File: src/rtl/ccff_loader_pkg.sv
// ccff_loader_pkg: shared state encoding and sizing helper for the chain loader
package ccff_loader_pkg;
  typedef enum logic [1:0] {IDLE, LOAD, VERIFY, DONE} state_t;
  function automatic int words_per_pass(input int chain_len, input int word_w);
    return (chain_len + word_w - 1) / word_w;
  endfunction
endpackage

File: src/rtl/ccff_word_serializer.sv
// ccff_word_serializer: one-word buffer handing out bits LSB first
module ccff_word_serializer
  import ccff_loader_pkg::*;
#(
  parameter int WORD_W = 8
) (
  input  logic              clk,
  input  logic              rst_n,
  input  logic              active,
  input  logic              pop,
  input  logic              flush,
  input  logic [WORD_W-1:0] data,
  input  logic              valid,
  output logic              ready,
  output logic              empty,
  output logic              bit0
);
  localparam int IW = $clog2(WORD_W + 1);
  logic [WORD_W-1:0] word_q;
  logic [IW-1:0]     left;
  assign empty = left == '0;
  assign ready = active & empty;
  assign bit0  = word_q[0];
  // flush drops the unused high bits of the last word of a pass
  always_ff @(posedge clk or negedge rst_n)
    if (!rst_n) begin
      word_q <= '0;
      left   <= '0;
    end else if (flush || !active) left <= '0;
    else if (valid && ready) begin
      word_q <= data;
      left   <= IW'(WORD_W);
    end else if (pop) begin
      word_q <= word_q >> 1;
      left   <= left - IW'(1);
    end
endmodule

File: src/rtl/ccff_chain_loader.sv
// ccff_chain_loader: serialises a word stream into a configuration chain
// and optionally re-shifts it to verify the bits leaving the chain tail.
module ccff_chain_loader
  import ccff_loader_pkg::*;
#(
  parameter int CHAIN_LEN = 70,
  parameter int WORD_W    = 8,
  parameter int CNT_W     = 16
) (
  input  logic              prog_clock,
  input  logic              prog_reset_n,
  input  logic              start,
  input  logic              verify_en,
  input  logic [WORD_W-1:0] s_data,
  input  logic              s_valid,
  output logic              s_ready,
  output logic              ccff_head,
  output logic              config_enable,
  input  logic              ccff_tail,
  output logic              busy,
  output logic              done,
  output logic              error,
  output logic [CNT_W-1:0]  mismatch_cnt
);
  localparam int BW = $clog2(CHAIN_LEN + 1);
  localparam logic [BW-1:0] LAST = BW'(CHAIN_LEN - 1);
  state_t        state, state_n;
  logic [BW-1:0] bit_cnt;
  logic          verify_q, checking, empty, bit0, issue, last, accept;
  ccff_word_serializer #(.WORD_W(WORD_W)) u_ser (
    .clk   (prog_clock),
    .rst_n (prog_reset_n),
    .active(busy),
    .pop   (issue),
    .flush (last),
    .data  (s_data),
    .valid (s_valid),
    .ready (s_ready),
    .empty (empty),
    .bit0  (bit0)
  );
  always_comb begin
    busy    = state == LOAD || state == VERIFY;
    done    = state == DONE;
    accept  = state == IDLE && start;
    issue   = busy && !empty;
    last    = issue && bit_cnt == LAST;
    state_n = accept ? LOAD
            : last   ? (state == LOAD && verify_q ? VERIFY : DONE)
            : done   ? IDLE
            : state;
  end
  always_ff @(posedge prog_clock or negedge prog_reset_n)
    if (!prog_reset_n) state <= IDLE;
    else state <= state_n;
  // checking marks an enable whose head bit came from the VERIFY pass,
  // so the compare lines up with the shift it accompanies
  always_ff @(posedge prog_clock or negedge prog_reset_n)
    if (!prog_reset_n) begin
      config_enable <= 1'b0;
      checking      <= 1'b0;
      ccff_head     <= 1'b0;
      bit_cnt       <= '0;
      verify_q      <= 1'b0;
      error         <= 1'b0;
      mismatch_cnt  <= '0;
    end else begin
      config_enable <= issue;
      checking      <= issue && state == VERIFY;
      if (issue) ccff_head <= bit0;
      bit_cnt <= last ? '0 : issue ? bit_cnt + BW'(1) : bit_cnt;
      if (accept) begin
        verify_q     <= verify_en;
        error        <= 1'b0;
        mismatch_cnt <= '0;
      end else if (checking && ccff_tail != ccff_head) begin
        error        <= 1'b1;
        mismatch_cnt <= &mismatch_cnt ? mismatch_cnt : mismatch_cnt + CNT_W'(1);
      end
    end
endmodule

File: config.mk
export PLATFORM = sky130hd
export DESIGN_NAME = ccff_chain_loader
export DESIGN_NICKNAME = d
export VERILOG_FILES = /design/src/rtl/ccff_loader_pkg.sv /design/src/rtl/ccff_word_serializer.sv /design/src/rtl/ccff_chain_loader.sv
export SDC_FILE = /design/constraint.sdc
export NUM_CORES = 1
export LEC_CHECK = 0
export ABC_AREA = 1
export CAP_MARGIN = 20
export CORE_ASPECT_RATIO = 0.6
export CORE_MARGIN = 1
export CORE_UTILIZATION = 40
export DETAILED_ROUTE_END_ITERATION = 10
export DONT_BUFFER_PORTS = 1
export PLACE_DENSITY_LB_ADDON = 0.15
export SETUP_SLACK_MARGIN = 0.4
export SYNTH_ARGS = -nofsm -noshare
export SYNTH_HDL_FRONTEND = slang
export SYNTH_HIERARCHICAL = 1
export SYNTH_SLANG_ARGS = --single-unit
File: constraint.sdc
create_clock -name prog_clock -period 2.4 [get_ports prog_clock]
set_input_delay 0.24 -clock prog_clock [delete_from_list [all_inputs] [get_ports prog_clock]]
set_output_delay 0.24 -clock prog_clock [all_outputs]
set_load 0.01 [all_outputs]
==> out/qor_table.md, run 1 <==
| Quantity | Reported | Unit |
| --- | --- | --- |
| Leakage Power | 1.42 | nW |
| Delay of the slowest cell on the worst path | 380 | ps |
| Total power | 2.99 | mW |
| Number of setup violations in the final report | 0 | - |
| P per Cell Area | 1040 | nW/um2 |
| Proportion of netlist area held by the largest area contributor | 40.7 | % |
| Crit. End Element | primary output | - |
| Post-Route Skew | 3.50 | ps |
| Run status | complete, no violations | - |
| Number of clock sinks seen by CTS | 42 | - |
| Number of distinct standard cells referenced by the synthesized netlist | 34 | - |
| Number of buffers created by CTS | 5 | - |
| Async set-reset flop share out of synthesis | 100 | % |
| Count of buffers from port buffering | 0 | - |
| Main synth FF type | sky130_fd_sc_hd__dfrtp_1 | - |
| Fraction of the yosys area taken by sequential cells | 40.7 | % |
| Routed wirelength normalized by instance count | 13.7 | um |
| Routed length on met3 | 344 | um |
| Global-route wire length before repair | 9.87 | mm |
| IO Count | 36 | - |
| Critical path data arrival time | 1650 | ps |
| Cell type with the largest total area after synthesis | sky130_fd_sc_hd__dfrtp_1 | - |
| Final routed wirelength across all metal layers | 5.85 | mm |
| Maximum fanout along the worst path | 10 | - |
| Post-route fraction of the period consumed by the critical path | 78.8 | % |
| Number of antenna-violating nets in the routed design | 0 | - |
| Largest net degree at the start of global routing | 43 | - |
| Maximum buffer depth of the clock tree | 2 | - |
| Tightest Pin Transition | 409 | ps |
| Warning count from the yosys run | 6 | - |
| Met1 wire length | 3.32 | mm |
| Max rail drop VDD | 0.414 | mV |
| Horiz. Die Dim | 106 | um |
| Ranking of synthesized cells by area | sky130_fd_sc_hd__dfrtp_1 (41%), sky130_fd_sc_hd__nand2_1 (17%), sky130_fd_sc_hd__nand3_1 (5.2%), sky130_fd_sc_hd__nand4_1 (5.1%), sky130_fd_sc_hd__ha_1 (4.4%) | - |
| CTS tree | done | - |
| Remaining DRCs | 0 | - |
| Post-Synthesis Net Count | 353 | - |
| Length of the first detailed-routing pass in iterations | 4 | - |
| Routed met2 length | 2.16 | mm |
| Area growth, synth to finish | 11.0 | % |
| CP Class | reg2out | - |
| Final weighted congestion in routability-driven placement | 0.846 | - |
| FP Rows | 22 | - |
| Leftover overflow at the end of global routing | 0 | - |
| GRT Overall Usage | 18.7 | % |
| Cell at the root of the clock tree | sky130_fd_sc_hd__clkbuf_8 | - |
| Clock Pin Slew Worst Setup and Hold Paths | 80 | ps |
| Area of the mapped netlist | 2580 | um2 |
| Effective utilization at floorplan | 41.9 | % |
| Number of antenna violations at the first check in global routing | 0 | - |
| Fmax | 0.529 | GHz |
| RSZ-0062 raised after global routing | yes | - |
| Worst path slowest cell | sky130_fd_sc_hd__dfrtp_1 | - |
| Number of synthesized flops with an enable pin | 0 | - |
| Type of the most critical hold path | in2reg | - |
| Share of layout cells above drive strength 1 | 16.0 | % |
| Clock latency on the worst-skew pair | 280 | ps |
| Number of global-route vias before repair | 1909 | - |
| Hold violation total from the final report | 0 | - |
| Type of element launching the critical path | register | - |
| Uppermost layer routed | met4 | - |
| Final Max Tran Viols | 0 | - |
| Avg Cell Area, Syn | 7.83 | um2 |
| Half-perimeter wire length after detailed placement | 4.17 | mm |
| Total vias in the final route | 2120 | - |
| Max transition margin | 72.6 | % |
| Final critical-path required period | 1890 | ps |
| Core region area | 6170 | um2 |
| Cells after Synth | 330 | - |
| Required time of the critical path | 2160 | ps |
| Register bit count reported by yosys | 42 | - |
| H-tree depth | 2 | - |
| Floorplan die area | 6800 | um2 |
| Chip height | 64.3 | um |
| Final core occ | 46.6 | % |
| Detailed Route Iter0 Violations | 113 | - |
| # nets final | 367 | - |
| Via count normalized by instance count | 4.96 | - |
| Count of antenna diodes in the layout | 0 | - |
| Max-cap violation count | 0 | - |
| Final TNS setup | 0 | ps |
| Crit-path cells | inv_1 -> ha_4 -> buf_6 -> inv_2 -> nor3_2 -> buf_4 | - |
synthesized netlist by cell type (all sizes together), types with 3 or more instances:
| cell | instances |
|---|---|
| xor2 | 4 |
| nand2 | 124 |
| nor3 | 4 |
| inv | 33 |
| ha | 9 |
| nand3 | 27 |
| dfrtp | 42 |
| a21oi | 3 |
| o21ai | 18 |
| buf | 5 |
| nor2 | 28 |
| nand4 | 22 |
routing by layer:
metal	up-vias	global-route usage, %
met5	-	0
met4	0	3.65
met3	2	5.00
met2	52	23.9
met1	970	30.3
li1	1096	-
worst max-delay path, delay by kind of cell (launching register included):
kind          cells  cell delay, ps
fa+ha+maj         1             300
simple gates      1             180
buf+inv           4             510
flops             1             380
per-stage QoR:
step           cells  cell area (um2)  hold WS (ps)  worst slack (ps)
2_1_floorplan    330             2590         -55.6               423
3_3_place_gp     414             2680         -54.2               283
3_5_place_dp     414             2680         -53.8               206
4_1_cts          424             2820          74.1               415
5_1_grt          427             2870          89.1               378
6_report         427             2870          80.6               510
where the power goes:
group / total [mW] / switching, mW / internal, mW
Combinational: 1.48 / 0.911 / 0.572
Sequential: 1.05 / 0.160 / 0.894
Clock: 0.455 / 0.233 / 0.222
Total: 2.99 / 1.30 / 1.69
registers in the layout, indices dropped and copies added (netlist names):
name and count:
checking 1, state 2, bit_cnt 7, u_ser/left 4, mismatch_cnt 16, verify_q 1, error 1, u_ser/word_q 8
config_enable 1, ccff_head 1
path summary, 6_finish.rpt:
path                                             startpoint                           to  slack (ps)  depth (start not counted)
worst max-delay path                   state[0]$_DFFE_PN0P_                      s_ready         510                          6
worst min-delay path                              verify_en         verify_q$_DFFE_PN0P_          80                          2
worst max register to register    u_ser/left[0]$_DFFE_PN0P_  u_ser/word_q[4]$_DFFE_PN0P_         530                         13
worst min register to register  u_ser/word_q[7]$_DFFE_PN0P_  u_ser/word_q[7]$_DFFE_PN0P_         480                          2
max in group asynchronous                      prog_reset_n  u_ser/word_q[4]$_DFFE_PN0P_        1750                          2
min in group asynchronous                      prog_reset_n         verify_q$_DFFE_PN0P_         450                          2
cells by family (layout without fill, tap and decap cells):
kind of cell,Yosys count,after routing,share of synthesized area (%)
adders and majority gates,9,9,4.36
buffers and inverters,40,53,7.31
xor gates and xnor gates,6,6,2.03
and+or+nand+nor,208,208,38.5
AOI/OAI and AO/OA,25,25,7.11
DFF,42,42,40.7
cell type report:
class / instances / area, um2
Timing Repair Buffer: 13 / 124
Inverter: 34 / 128
Tap cell: 84 / 105
Sequential cell: 42 / 1050
Clock buffer: 6 / 82.6
Multi-Input combinational cell: 248 / 1380
Fill cell: 630 / 3300
timing repair:
item / 4_1_cts / 5_1_grt
resized for setup: 2 / 5
endpoints found under the hold margin: 42 / 0
setup buffers: 2 / 3
hold buffers: 2 / 0
endpoints found under the setup margin: 13 / 13
pin swaps: 2 / 1
cell usage in the layout, fill, tap and decap left out, types with 2 or more instances in the layout:
| master | synthesis | final |
|---|---|---|
| sky130_fd_sc_hd__dfrtp_1 | 42 | 42 |
| sky130_fd_sc_hd__clkbuf_8 | 0 | 6 |
| sky130_fd_sc_hd__inv_1 | 30 | 26 |
| sky130_fd_sc_hd__nand2_1 | 119 | 119 |
| sky130_fd_sc_hd__buf_4 | 0 | 10 |
| sky130_fd_sc_hd__nor3_1 | 3 | 2 |
| sky130_fd_sc_hd__nand4_1 | 21 | 21 |
| sky130_fd_sc_hd__xor2_1 | 4 | 4 |
| sky130_fd_sc_hd__nand2_4 | 2 | 2 |
| sky130_fd_sc_hd__o21ai_2 | 10 | 10 |
| sky130_fd_sc_hd__a21oi_1 | 3 | 3 |
| sky130_fd_sc_hd__inv_2 | 3 | 7 |
| sky130_fd_sc_hd__xnor2_1 | 2 | 2 |
| sky130_fd_sc_hd__or2_2 | 2 | 2 |
| sky130_fd_sc_hd__nor2_4 | 4 | 5 |
| sky130_fd_sc_hd__nand2_2 | 2 | 2 |
| sky130_fd_sc_hd__nand3_1 | 27 | 27 |
| sky130_fd_sc_hd__nor2_1 | 21 | 21 |
| sky130_fd_sc_hd__ha_1 | 9 | 7 |
| sky130_fd_sc_hd__o21ai_1 | 3 | 3 |
| sky130_fd_sc_hd__o21ai_0 | 5 | 5 |
| sky130_fd_sc_hd__ha_4 | 0 | 2 |
Note: power is estimated with default switching activity, not from simulation.
==> run 2, diff against run 1 <==
==> constraint.sdc (replaced) <==
create_clock -name prog_clock -period 1.6 [get_ports prog_clock]
set_input_delay 0.16 -clock prog_clock [delete_from_list [all_inputs] [get_ports prog_clock]]
set_output_delay 0.16 -clock prog_clock [all_outputs]
set_load 0.01 [all_outputs]
==> run 2 against run 1 <==
The run now ends with negative setup slack left. Wire length is 28% higher. Register-to-register slack worse by 610 ps. Clock skew is 6.9 ps higher. First-iteration DRC count is 6.2% lower.
==> out/qor_table.md, run 2 (same netlist as run 1, synthesis figures left out) <==
| Quantity | Reported | Unit |
| --- | --- | --- |
| Count of buffers from port buffering | 0 | - |
| Chip height | 64.3 | um |
| Fmax | 0.596 | GHz |
| Count of antenna diodes in the layout | 0 | - |
| Crit. End Element | register | - |
| Largest register FFs | 16 | - |
| Type of the most critical hold path | in2reg | - |
| P per Cell Area | 1560 | nW/um2 |
| GRT Overall Usage | 23.4 | % |
| Top reg by flops | mismatch_cnt | - |
| Post-route fraction of the period consumed by the critical path | 105 | % |
| Max-cap violation count | 0 | - |
| Final TNS setup | -686 | ps |
| Final core occ | 60.6 | % |
| Registers with the most flip-flops | mismatch_cnt (16), u_ser/word_q (8), bit_cnt (7) | - |
| Horiz. Die Dim | 106 | um |
| Number of global-route vias before repair | 2307 | - |
| Number of buffers created by CTS | 5 | - |
| Run status | finished with violations | - |
| Via count normalized by instance count | 5.11 | - |
| Final Max Tran Viols | 0 | - |
| Global-route wire length before repair | 12.1 | mm |
| Maximum buffer depth of the clock tree | 2 | - |
| Critical path data arrival time | 1910 | ps |
| H-tree depth | 2 | - |
| Number of antenna-violating nets in the routed design | 0 | - |
| Floorplan die area | 6800 | um2 |
| Cell at the root of the clock tree | sky130_fd_sc_hd__clkbuf_8 | - |
| Half-perimeter wire length after detailed placement | 4.90 | mm |
| Tightest Pin Transition | 325 | ps |
| Number of clock sinks seen by CTS | 42 | - |
| Post-Route Skew | 10.4 | ps |
| Clock latency on the worst-skew pair | 290 | ps |
| FP Rows | 22 | - |
| Type of element launching the critical path | register | - |
| Slack of the critical path | -77.6 | ps |
| Number of setup violations in the final report | 13 | - |
| Clock Pin Slew Worst Setup and Hold Paths | 90 | ps |
| Final routed wirelength across all metal layers | 7.46 | mm |
| Share of layout cells above drive strength 1 | 42.0 | % |
| CTS tree | done | - |
| Leftover overflow at the end of global routing | 0 | - |
| CP Class | reg2reg | - |
| Final critical-path required period | 1680 | ps |
| Effective utilization at floorplan | 41.9 | % |
| Routed wirelength normalized by instance count | 15.3 | um |
| Leakage Power | 1.80 | nW |
| Failing checks | negative setup slack | - |
| Detailed Route Iter0 Violations | 106 | - |
| Max rail drop VDD | 0.886 | mV |
| Length of the first detailed-routing pass in iterations | 4 | - |
| Required time of the critical path | 1840 | ps |
| Remaining DRCs | 0 | - |
| Pre-CTS setup slack | -125 | ps |
| Most frequent cells in the layout | sky130_fd_sc_hd__nand2_1 (92), sky130_fd_sc_hd__buf_4 (53), sky130_fd_sc_hd__dfrtp_1 (38), sky130_fd_sc_hd__inv_1 (23), sky130_fd_sc_hd__nand3_1 (23) | - |
| Number of antenna violations at the first check in global routing | 0 | - |
| Largest net degree at the start of global routing | 43 | - |
| Total vias in the final route | 2500 | - |
| # nets final | 427 | - |
| Hold violation total from the final report | 0 | - |
| Area growth, synth to finish | 44.4 | % |
| Final weighted congestion in routability-driven placement | 0.841 | - |
| RSZ-0062 raised after global routing | yes | - |
| Core region area | 6170 | um2 |
| Maximum fanout along the worst path | 8 | - |
| IO Count | 36 | - |
| Max transition margin | 78.2 | % |
| Leading cell type in the layout, fill and taps excluded | sky130_fd_sc_hd__nand2_1 | - |
run 2: changes by cell type in the layout (fill, tap and decap cells not counted), sizes merged:
cell,previous run,this run
dlygate4sd3,1,2
clkbuf,6,8
buf,12,67
nand2,124,127
clkinv,1,2
run 2: timing repair:
action	in CTS	in global routing
endpoints found under the hold margin	43	0
resized for setup	40	32
pin swaps	45	24
endpoints found under the setup margin	43	44
gates cloned	4	0
hold buffers	3	0
buffers inserted	17	4
run 2: worst paths after layout:
path | startpoint | endpoint | slack (ps) | cells after the start
min in group asynchronous | prog_reset_n | mismatch_cnt[6]$_DFFE_PN0P_ | 360 | 2
setup reg to reg | state[1]$_DFFE_PN0P_ | u_ser/word_q[3]$_DFFE_PN0P_ | -80 | 10
hold reg to reg | u_ser/word_q[2]$_DFFE_PN0P_ | u_ser/word_q[2]$_DFFE_PN0P_ | 480 | 2
setup / recovery | state[1]$_DFFE_PN0P_ | u_ser/word_q[3]$_DFFE_PN0P_ | -80 | 10
hold / removal | s_valid | u_ser/word_q[7]$_DFFE_PN0P_ | 40 | 2
max in group asynchronous | prog_reset_n | mismatch_cnt[1]$_DFFE_PN0P_ | 1000 | 2
run 2: layout make-up:
type / count / area, um2
sequential: 42 / 1060
inverter: 34 / 143
clock buffer: 7 / 86.3
multi-input combinational: 251 / 1710
tap: 84 / 105
timing repair buffer: 70 / 626
fill: 547 / 2430
clock inverter: 1 / 5.00
run 2: power breakdown:
group,leakage (nW),switching [mW],internal (mW)
clock,0.0482,0.391,0.350
sequential,0.544,0.227,1.34
combinational,1.21,1.93,1.59
total,1.80,2.54,3.28
run 2: metal layers:
layer | global-route usage [%] | part of all wire (%) | vias to the layer above
met3 | 5.51 | 5.7 | 4
met4 | 4.17 | 0.64 | 0
li1 | - | - | 1228
met5 | 0 | 0 | -
met2 | 30.0 | 40 | 75
met1 | 38.4 | 54 | 1193
run 2: metrics by stage:
stage	hold slack, ps	instance area (um2)	std cells	power [mW]
after floorplan	-136	2700	330	3.32
after global placement	-135	3100	453	4.13
after detailed placement	-135	3100	453	4.18
after CTS	31.3	3590	485	5.57
after global routing	56.2	3730	489	6.26
final	38.2	3730	489	5.83
run 2: critical path, cell delays in order (launching register included):
cell	delay [ps]
sky130_fd_sc_hd__dfrtp_1	370
sky130_fd_sc_hd__inv_2	60
sky130_fd_sc_hd__ha_4	300
sky130_fd_sc_hd__nand2_4	60
sky130_fd_sc_hd__buf_4	150
sky130_fd_sc_hd__clkinv_4	50
sky130_fd_sc_hd__inv_2	60
sky130_fd_sc_hd__buf_4	140
sky130_fd_sc_hd__a21boi_4	250
sky130_fd_sc_hd__nand2_1	90
sky130_fd_sc_hd__nand2_1	70
